$ cat src/rtl/race_state_fsm_pkg.sv
// Shared race encodings and zone helper for the race sequencer and its lap trackers.
// State values match race_defs.vh used by OperationEncoder and PhysicsEngine.
package race_state_fsm_pkg;

    typedef enum logic [2:0] {
        ST_IDLE      = 3'd0,
        ST_COUNTDOWN = 3'd2,
        ST_RACING    = 3'd4,
        ST_FINISH    = 3'd5
    } race_state_t;

    localparam logic [1:0] WIN_NONE = 2'b00;
    localparam logic [1:0] CD_START = 2'd3;

    function automatic logic in_box(input logic [9:0] x, input logic [9:0] y,
                                    input logic [9:0] x0, input logic [9:0] x1,
                                    input logic [9:0] y0, input logic [9:0] y1);
        return (x >= x0) && (x <= x1) && (y >= y0) && (y <= y1);
    endfunction

endpackage

$ cat src/rtl/race_state_fsm_if.sv
// Input/output bundle between the race sequencer and its environment.
// slave is the sequencer side, master the driving side.
interface race_state_fsm_if;
    logic        i_frame_tick;
    logic        i_start_pulse;
    logic [9:0]  i_p1_x;
    logic [9:0]  i_p1_y;
    logic [9:0]  i_p2_x;
    logic [9:0]  i_p2_y;
    logic [2:0]  o_race_state;
    logic [1:0]  o_countdown;
    logic [2:0]  o_p1_lap;
    logic [2:0]  o_p2_lap;
    logic [1:0]  o_winner;
    logic [15:0] o_race_frames;

    modport master (
        output i_frame_tick, i_start_pulse, i_p1_x, i_p1_y, i_p2_x, i_p2_y,
        input  o_race_state, o_countdown, o_p1_lap, o_p2_lap, o_winner, o_race_frames
    );

    modport slave (
        input  i_frame_tick, i_start_pulse, i_p1_x, i_p1_y, i_p2_x, i_p2_y,
        output o_race_state, o_countdown, o_p1_lap, o_p2_lap, o_winner, o_race_frames
    );
endinterface

$ cat src/rtl/race_state_fsm_lap_tracker.sv
// Per-kart lap counter: a lap counts only on a rising entry into the finish zone
// after the checkpoint has been visited. o_done is combinational so the FSM finishes on the same edge.
module lap_tracker
    import race_state_fsm_pkg::*;
#(
    parameter int LAPS_TO_WIN = 3,
    parameter int FIN_X0 = 0,   parameter int FIN_X1 = 60,
    parameter int FIN_Y0 = 118, parameter int FIN_Y1 = 121,
    parameter int CHK_X0 = 260, parameter int CHK_X1 = 319,
    parameter int CHK_Y0 = 100, parameter int CHK_Y1 = 140
) (
    input  logic       i_clk,
    input  logic       i_rst,
    input  logic       i_clear,
    input  logic       i_enable,
    input  logic [9:0] i_x,
    input  logic [9:0] i_y,
    output logic [2:0] o_lap,
    output logic       o_done
);
    logic       r_armed;
    logic       r_prev_fin;
    logic [2:0] r_lap;
    logic       w_in_fin;
    logic       w_in_chk;
    logic       w_event;

    assign w_in_fin = in_box(i_x, i_y, 10'(FIN_X0), 10'(FIN_X1), 10'(FIN_Y0), 10'(FIN_Y1));
    assign w_in_chk = in_box(i_x, i_y, 10'(CHK_X0), 10'(CHK_X1), 10'(CHK_Y0), 10'(CHK_Y1));

    // The lap-limit guard keeps the counter from ever passing LAPS_TO_WIN.
    assign w_event = i_enable && w_in_fin && !r_prev_fin && r_armed && (r_lap < 3'(LAPS_TO_WIN));
    assign o_done  = w_event && (r_lap == 3'(LAPS_TO_WIN - 1));
    assign o_lap   = r_lap;

    always_ff @(posedge i_clk or posedge i_rst) begin
        if (i_rst) begin
            r_armed    <= 1'b0;
            r_prev_fin <= 1'b0;
            r_lap      <= 3'd0;
        end else if (i_clear) begin
            r_armed    <= 1'b0;
            r_prev_fin <= 1'b0;
            r_lap      <= 3'd0;
        end else if (i_enable) begin
            r_prev_fin <= w_in_fin;
            if (w_event) begin
                r_lap   <= r_lap + 3'd1;
                r_armed <= 1'b0;
            end else if (w_in_chk) begin
                r_armed <= 1'b1;
            end
        end
    end
endmodule

$ cat src/rtl/race_state_fsm.sv
// Race sequencer: countdown, per-kart lap tracking and winner declaration.
// Define RACE_TIMER_EN to build the race_frames counter; otherwise it is tied to zero.
module race_state_fsm
    import race_state_fsm_pkg::*;
#(
    parameter int LAPS_TO_WIN  = 3,
    parameter int COUNT_FRAMES = 60,
    parameter int FIN_X0 = 0,   parameter int FIN_X1 = 60,
    parameter int FIN_Y0 = 118, parameter int FIN_Y1 = 121,
    parameter int CHK_X0 = 260, parameter int CHK_X1 = 319,
    parameter int CHK_Y0 = 100, parameter int CHK_Y1 = 140
) (
    input  logic              i_clk,
    input  logic              i_rst,
    race_state_fsm_if.slave   bus
);
    localparam int NUM_KARTS = 2;
    localparam int CNT_W     = $clog2(COUNT_FRAMES + 1);

    race_state_t        r_state, w_nxt_state;
    logic [1:0]         r_cd, w_nxt_cd;
    logic [CNT_W-1:0]   r_cnt, w_nxt_cnt;
    logic [1:0]         r_win, w_nxt_win;
    logic               w_clear;
    logic               w_enable;

    logic [NUM_KARTS-1:0][9:0] w_x;
    logic [NUM_KARTS-1:0][9:0] w_y;
    logic [NUM_KARTS-1:0][2:0] w_lap;
    logic [NUM_KARTS-1:0]      w_done;

    assign w_x = {bus.i_p2_x, bus.i_p1_x};
    assign w_y = {bus.i_p2_y, bus.i_p1_y};
    assign w_enable = (r_state == ST_RACING);

    for (genvar k = 0; k < NUM_KARTS; k++) begin : g_kart
        lap_tracker #(
            .LAPS_TO_WIN(LAPS_TO_WIN),
            .FIN_X0(FIN_X0), .FIN_X1(FIN_X1), .FIN_Y0(FIN_Y0), .FIN_Y1(FIN_Y1),
            .CHK_X0(CHK_X0), .CHK_X1(CHK_X1), .CHK_Y0(CHK_Y0), .CHK_Y1(CHK_Y1)
        ) u_lap (
            .i_clk    (i_clk),
            .i_rst    (i_rst),
            .i_clear  (w_clear),
            .i_enable (w_enable),
            .i_x      (w_x[k]),
            .i_y      (w_y[k]),
            .o_lap    (w_lap[k]),
            .o_done   (w_done[k])
        );
    end

    always_comb begin
        w_nxt_state = r_state;
        w_nxt_cd    = r_cd;
        w_nxt_cnt   = r_cnt;
        w_nxt_win   = r_win;
        w_clear     = 1'b0;
        case (r_state)
            ST_IDLE: begin
                if (bus.i_start_pulse) begin
                    w_nxt_state = ST_COUNTDOWN;
                    w_nxt_cd    = CD_START;
                    w_nxt_cnt   = '0;
                    w_nxt_win   = WIN_NONE;
                    w_clear     = 1'b1;
                end
            end
            ST_COUNTDOWN: begin
                if (bus.i_frame_tick) begin
                    if (r_cnt == CNT_W'(COUNT_FRAMES - 1)) begin
                        w_nxt_cnt = '0;
                        if (r_cd == 2'd1) begin
                            w_nxt_state = ST_RACING;
                            w_nxt_cd    = 2'd0;
                        end else begin
                            w_nxt_cd = r_cd - 2'd1;
                        end
                    end else begin
                        w_nxt_cnt = r_cnt + CNT_W'(1);
                    end
                end
            end
            ST_RACING: begin
                // Bit 0 is P1, bit 1 is P2, so a same-clk finish yields the draw code 11.
                if (|w_done) begin
                    w_nxt_state = ST_FINISH;
                    w_nxt_win   = w_done;
                end
            end
            ST_FINISH: begin
                if (bus.i_start_pulse) w_nxt_state = ST_IDLE;
            end
            default: begin
                w_nxt_state = ST_IDLE;
                w_nxt_cd    = 2'd0;
                w_nxt_cnt   = '0;
            end
        endcase
    end

    always_ff @(posedge i_clk or posedge i_rst) begin
        if (i_rst) begin
            r_state <= ST_IDLE;
            r_cd    <= 2'd0;
            r_cnt   <= '0;
            r_win   <= WIN_NONE;
        end else begin
            r_state <= w_nxt_state;
            r_cd    <= w_nxt_cd;
            r_cnt   <= w_nxt_cnt;
            r_win   <= w_nxt_win;
        end
    end

`ifdef RACE_TIMER_EN
    logic [15:0] r_race_frames;

    always_ff @(posedge i_clk or posedge i_rst) begin
        if (i_rst) begin
            r_race_frames <= 16'h0000;
        end else if (w_clear) begin
            r_race_frames <= 16'h0000;
        end else if (w_enable && bus.i_frame_tick && (r_race_frames != 16'hFFFF)) begin
            r_race_frames <= r_race_frames + 16'd1;
        end
    end

    assign bus.o_race_frames = r_race_frames;
`else
    assign bus.o_race_frames = 16'h0000;
`endif

    assign bus.o_race_state = r_state;
    assign bus.o_countdown  = r_cd;
    assign bus.o_p1_lap     = w_lap[0];
    assign bus.o_p2_lap     = w_lap[1];
    assign bus.o_winner     = r_win;
endmodule
$ cat src/flat_wrapper.sv
// flat-port wrapper written by rule: the top's interface ports become plain ports
module race_state_fsm_flat import race_state_fsm_pkg::*;
#(
    parameter int LAPS_TO_WIN  = 3,
    parameter int COUNT_FRAMES = 60,
    parameter int FIN_X0 = 0,   parameter int FIN_X1 = 60,
    parameter int FIN_Y0 = 118, parameter int FIN_Y1 = 121,
    parameter int CHK_X0 = 260, parameter int CHK_X1 = 319,
    parameter int CHK_Y0 = 100, parameter int CHK_Y1 = 140
)
  (i_clk, i_rst, bus_i_frame_tick, bus_i_start_pulse, bus_i_p1_x, bus_i_p1_y, bus_i_p2_x, bus_i_p2_y, bus_o_race_state, bus_o_countdown, bus_o_p1_lap, bus_o_p2_lap, bus_o_winner, bus_o_race_frames);
  race_state_fsm_if bus_i ();
  input  logic i_clk;
  input  logic i_rst;
  input wire logic [$bits(bus_i.i_frame_tick)-1:0] bus_i_frame_tick;
  input wire logic [$bits(bus_i.i_start_pulse)-1:0] bus_i_start_pulse;
  input wire logic [$bits(bus_i.i_p1_x)-1:0] bus_i_p1_x;
  input wire logic [$bits(bus_i.i_p1_y)-1:0] bus_i_p1_y;
  input wire logic [$bits(bus_i.i_p2_x)-1:0] bus_i_p2_x;
  input wire logic [$bits(bus_i.i_p2_y)-1:0] bus_i_p2_y;
  output wire logic [$bits(bus_i.o_race_state)-1:0] bus_o_race_state;
  output wire logic [$bits(bus_i.o_countdown)-1:0] bus_o_countdown;
  output wire logic [$bits(bus_i.o_p1_lap)-1:0] bus_o_p1_lap;
  output wire logic [$bits(bus_i.o_p2_lap)-1:0] bus_o_p2_lap;
  output wire logic [$bits(bus_i.o_winner)-1:0] bus_o_winner;
  output wire logic [$bits(bus_i.o_race_frames)-1:0] bus_o_race_frames;
  assign bus_i.i_frame_tick = bus_i_frame_tick;
  assign bus_i.i_start_pulse = bus_i_start_pulse;
  assign bus_i.i_p1_x = bus_i_p1_x;
  assign bus_i.i_p1_y = bus_i_p1_y;
  assign bus_i.i_p2_x = bus_i_p2_x;
  assign bus_i.i_p2_y = bus_i_p2_y;
  assign bus_o_race_state = bus_i.o_race_state;
  assign bus_o_countdown = bus_i.o_countdown;
  assign bus_o_p1_lap = bus_i.o_p1_lap;
  assign bus_o_p2_lap = bus_i.o_p2_lap;
  assign bus_o_winner = bus_i.o_winner;
  assign bus_o_race_frames = bus_i.o_race_frames;
  race_state_fsm #(.LAPS_TO_WIN(LAPS_TO_WIN), .COUNT_FRAMES(COUNT_FRAMES), .FIN_X0(FIN_X0), .FIN_X1(FIN_X1), .FIN_Y0(FIN_Y0), .FIN_Y1(FIN_Y1), .CHK_X0(CHK_X0), .CHK_X1(CHK_X1), .CHK_Y0(CHK_Y0), .CHK_Y1(CHK_Y1)) u_core (.i_clk(i_clk), .i_rst(i_rst), .bus(bus_i));
endmodule
$ cat config.mk
export PLATFORM = sky130hd
export DESIGN_NAME = race_state_fsm_flat
export DESIGN_NICKNAME = d
export VERILOG_FILES = /design/src/rtl/race_state_fsm_pkg.sv /design/src/rtl/race_state_fsm_if.sv /design/src/rtl/race_state_fsm_lap_tracker.sv /design/src/rtl/race_state_fsm.sv /design/src/flat_wrapper.sv
export SDC_FILE = /design/constraint.sdc
export NUM_CORES = 1
export LEC_CHECK = 0
export ABC_AREA = 1
export CAP_MARGIN = 20
export CORE_MARGIN = 4
export CORE_UTILIZATION = 47
export CTS_BUF_LIST = sky130_fd_sc_hd__clkbuf_8
export CTS_CLUSTER_DIAMETER = 60
export CTS_CLUSTER_SIZE = 8
export DETAILED_ROUTE_END_ITERATION = 12
export PLACE_DENSITY = 0.81
export SKIP_CTS_REPAIR_TIMING = 1
export SYNTH_ARGS = -nofsm -noshare
export SYNTH_HDL_FRONTEND = slang
export SYNTH_SLANG_ARGS = --single-unit
$ cat constraint.sdc
create_clock -name i_clk -period 1.8 [get_ports i_clk]
set_input_delay 0.18 -clock i_clk [delete_from_list [all_inputs] [get_ports i_clk]]
set_output_delay 0.18 -clock i_clk [all_outputs]
set_load 0.005 [all_outputs]
After elaboration in Yosys (flattened, before gate mapping)
Index checks and enable logic that the tools add are counted.

word-level totals
  register bits after elaboration = 23
  bits of input ports = 44
  output and inout port bits = 29
  word-level logic and storage cells = 126

cells by class
  add/sub/neg operators = 4
  order comparisons = 18
  eq/ne operators = 13
  muxes and demuxes = 39
  bitwise logic cells = 1
  reduce and logical (&&, ||, !) cells = 41

operators with widths
  operator             number
  $ge 10x7->1 const B  4
  $mux 3               12
  $logic_and 1x1->1    22
  $ge 10x1->1 const B  2
  $ge 10x9->1 const B  2
  $le 10x6->1 const B  2
  $le 10x7->1 const B  2
  $le 10x8->1 const B  2
  $le 10x9->1 const B  2
  $mux 6               3
  $pmux 6 s3           1
  $mux 1               14
  $mux 2               6
  $pmux 3 s4           1
  $eq 3x2->1 const B   3
  $reduce_and 2->1     4
  $reduce_bool 2->1    4
  $add 3x1->3 const B  2
  $add 6x1->6 const B  1
  $eq 3x3->1 const B   2
  $eq 6x6->1 const B   1
  $lt 3x2->1 const B   2
  $ne 2x1->1 const B   3
  $ne 2x2->1 const B   3
  12 further kinds     16

Longest topological paths before layout
  depth after elaboration = 12
  gate-level depth with buffers = 11
  mapped depth without buffers = 11

Hierarchy
From an unflattened synthesis, not the netlist that was laid out.

second synthesis, totals
  cell total of the unflattened synthesis = 294
  area, all modules = 1910.6 µm²

by module, submodules not included
  module          instances  cells an instance  area an instance (µm²)
  lap_tracker     2          85                 499.2
  race_state_fsm  1          124                912.1

Worst setup path after synthesis
No wires, ideal clock.

  path type = register -> register
  start point = register u_core.r_state[1] (netlist: u_core.bus.o_race_state[1])
  end point = register u_core.r_state[1] (netlist: u_core.bus.o_race_state[1])
  arrival = 1.338 ns
  setup slack = 0.344 ns
  cell stages (with the launch flop) = 11
  clock period less this slack = 1.456 ns
  cell sequence = dfrtp_1 > nor2_4 > nand2_2 > nor2_2 > nand2_2 > nor2_4 > nand4_4 > nand3_2 > nand2_2 > nand2_1 > nand2_1

between the ends
  longest elaborated chain between the ends = 9
  elaborated cells between the ends (all ways) = 23
  classes of those cells = eq/ne: 9; mux: 1; reduce/logical: 13

RTL lines
  what                             line                                        text
  from (decl)                      race_state_fsm.sv:20                        race_state_t r_state, w_nxt_state;
  from (signal assigned)           race_state_fsm.sv:109                       r_state <= w_nxt_state;
  $eq 3x3->1                       race_state_fsm.sv:34, race_state_fsm.sv:59
  $logic_and 1x1->1 (4 in series)  race_state_fsm_lap_tracker.sv:32            assign w_event = i_enable && w_in_fin && !r_prev_fin && r_armed && (r_lap < 3'(LAPS_TO_WIN));
  $logic_and 1x1->1                race_state_fsm_lap_tracker.sv:33            assign o_done = w_event && (r_lap == 3'(LAPS_TO_WIN - 1));
  $reduce_or 2->1                  race_state_fsm.sv:86                        if (|w_done) begin
  $ne 2x1->1 (no line)             n/a
  $reduce_and 6->1 (no line)       n/a

Several ways; a longest one is shown, not always the timed one.
A chain may end at the register's enable or synchronous reset.

Final worst setup path
Same ends and word-level chain as after synthesis.

==> results.yml <==
logic_synthesis:
  synthArstFlopShare_pct: 100
  synth_top_area_share_pct: 28.4
  ys_top_cells_by_area: "dfrtp_1 28%, nand2_1 11%, inv_1 9.4%"
  yosysWarnings: 0
  syn-cell-area_um2: 2030
  synth_largest_area_cell: "dfrtp_1"
  avgSynthCellArea_um2: 6.54
  synth_seq_cells: 23
  ys_seq_area_share_pct: 28.4
  synth_enable_flop_cells: 0
  synth_cell_types: 28
  syn_inst: 310
  yosysMostFrequentCell: "nand2_1"
  synth_flop_cell: "dfrtp_1"
  synth_common_cells: "58 x nand2_1, 51 x inv_1, 37 x nor2_1, 24 x nand3_1, 23 x dfrtp_1"
grt:
  grt_max_degree: 24
  grt.overflow.total: 0
  antenna_found_initial: 0
  grt_pass1_wl_um: 7820
  grt_usage_pct: 17.7
  grt_pass1_vias: 1894
sta:
  max_freq_mhz: 612
  finalHoldViolations: 0
  fin_crit_sh_pct: 90.8
  finClkSkew_ns: 0.00494
  rsz0062_at_grt: "false"
  min_period_ns: 1.63
  setup_viol: 0
  hold_ws_ns: 0.250
  slew_violations: 0
clock_tree:
  cts_tree: "built"
  cts_buffer_depth: 2
  clock-sinks: 23
  worstSkewPairLatency_ns: 0.26
  htreeDepth: 1
  cts_made_buffers: 3
  root_buffer: "clkbuf_8"
  path_clk_slew_ns: 0.08
routing:
  ant_nets: 0
  drtPass1Iterations: 4
  drc: 0
  avgViaCountPerCell: 4.82
  initialDrtViolationCount: 85
  wirelength_um: 4620
  wl_per_cell_um: 10.8
  vias: 2064
critical_path:
  cp_max_fo: 5
  arrival_ns: 1.78
  crit-reg2reg-launch: "u_core.bus.o_race_state[1]$_DFFE_PP0P_"
  worst-r2r-cell-count: 10
  startpoint_type: "flip-flop"
  critPathCaptureType: "flip-flop"
  cp.required_ns: 1.95
  criticalPathCategory: "reg2reg"
  r2r_setup_slack_ns: 0.17
  r2r-end: "u_core.bus.o_race_state[1]$_DFFE_PP0P_"
finish:
  final_cell_area_um2: 2700
  drive_gt1_share_pct: 12.4
  antenna_cells: 0
  final_nets: 429
  areaGrowthSynthToFinish_pct: 33.2
floorplanning:
  die_area_um2: 5430
  core_um2: 4090
  initial_core_util_pct: 49.6
  fp.dieW_um: 73.7
  die_height_um: 73.7
  rows: 23
  pin_count: 73
place:
  placed_area_um2: 2660
  port_buffers: 56
  gp_congestion: 0.870
  dp_hpwl_um: 3990
pwr:
  cellLeakagePower_nw: 1.34
  vdd_drop_max_uv: 336
  p_per_area_nw_per_um2: 723
min_path:
  hp-class: "in2async"
status:
  status: "completed"
run:
  drv_cap: 0
[routing by layer]
metal,vias up,GRT usage [%],part of all wire [%]
li1,1100,-,-
met1,910,20.4,42
met2,51,34.4,53
met3,3,3.01,5.5
met4,0,2.21,0.15
met5,-,0,0
[cell type report]
cell class | count | area [um^2]
fill | 383 | 1390
multi-input combinational | 227 | 1170
timing repair buffer | 65 | 628
sequential | 23 | 577
inverter | 59 | 221
tap | 50 | 62.6
clock buffer | 3 | 41.3
clock inverter | 1 | 3.75
[registers in the layout, summed over array words and instances (netlist names)]
| register | count |
|---|---|
| u_core.g_kart.u_lap.r_armed | 2 |
| u_core.g_kart.u_lap.r_prev_fin | 2 |
| u_core.g_kart.u_lap.o_lap | 6 |
| u_core.bus.o_race_state | 3 |
| u_core.r_cnt | 6 |
| u_core.bus.o_winner | 2 |
| u_core.bus.o_countdown | 2 |
[cells in the final DEF (no fill, tap or decap), drive strengths merged]
cell type,count
a21oi,17
a31oi,1
and3,1
buf,9
clkbuf,3
clkdlybuf4s50,56
conb,16
dfrtp,23
ha,6
inv,60
nand2,65
nand3,29
nand3b,1
nand4,11
nor2,48
nor3,7
nor4,1
o211ai,2
o21ai,19
o21bai,2
or4,1
[power by group]
group	total (mW)	switching [mW]	internal, mW	leakage (nW)
clock network	0.306	0.154	0.152	0.0269
logic	0.985	0.573	0.412	1.00
registers	0.663	0.0713	0.592	0.312
total	1.95	0.798	1.16	1.34
[worst max-delay path: stages (launching register included)]
cell     delay [ns]
dfrtp_1        0.46
nor2_4         0.20
nand2_2        0.11
nor2_2         0.10
nand2_2        0.07
nor2_4         0.15
nand4_4        0.13
nand3_2        0.12
nand2_2        0.06
nand2_1        0.07
nand2_1        0.05
[per-stage QoR]
step / std cells / util [%] / worst slack [ns] / power (mW) / TNS [ns]
finish: 428 / 66.1 / 0.166 / 1.95 / 0
global route: 428 / 66.1 / 0.0130 / 2.14 / 0
CTS: 428 / 66.1 / 0.134 / 1.97 / 0
floorplan: 325 / - / 0.344 / 1.32 / 0
detailed placement: 424 / 65.0 / -0.0166 / 1.66 / -0.0269
global placement: 424 / 65.0 / 0.0276 / 1.63 / 0
[worst max path at each step]
stage                                            from                                     end  slack (ns)  cells past startpoint
2_1_floorplan  u_core.bus.o_race_state[1]$_DFFE_PP0P_  u_core.bus.o_race_state[1]$_DFFE_PP0P_        0.34                     10
3_3_place_gp                            bus_i_p2_y[5]  u_core.bus.o_race_state[1]$_DFFE_PP0P_        0.03                     10
3_5_place_dp                            bus_i_p2_y[5]  u_core.bus.o_race_state[1]$_DFFE_PP0P_       -0.02                     10
4_1_cts        u_core.bus.o_race_state[1]$_DFFE_PP0P_  u_core.bus.o_race_state[1]$_DFFE_PP0P_        0.13                     10
5_1_grt                                 bus_i_p2_y[5]  u_core.bus.o_race_state[2]$_DFFE_PP0P_        0.01                     10
6_report       u_core.bus.o_race_state[1]$_DFFE_PP0P_  u_core.bus.o_race_state[1]$_DFFE_PP0P_        0.17                     10
[logic make-up after synthesis]
family                     Yosys count  synth area share, %
and+or+nand+nor                    164                 40.0
buffers and inverters               75                 16.8
AOI/OAI and AO/OA                   41                 10.9
DFF                                 23                 28.4
adders and majority gates            6                 3.70
other                                1                0.185
(Power assumes the default switching activity.)
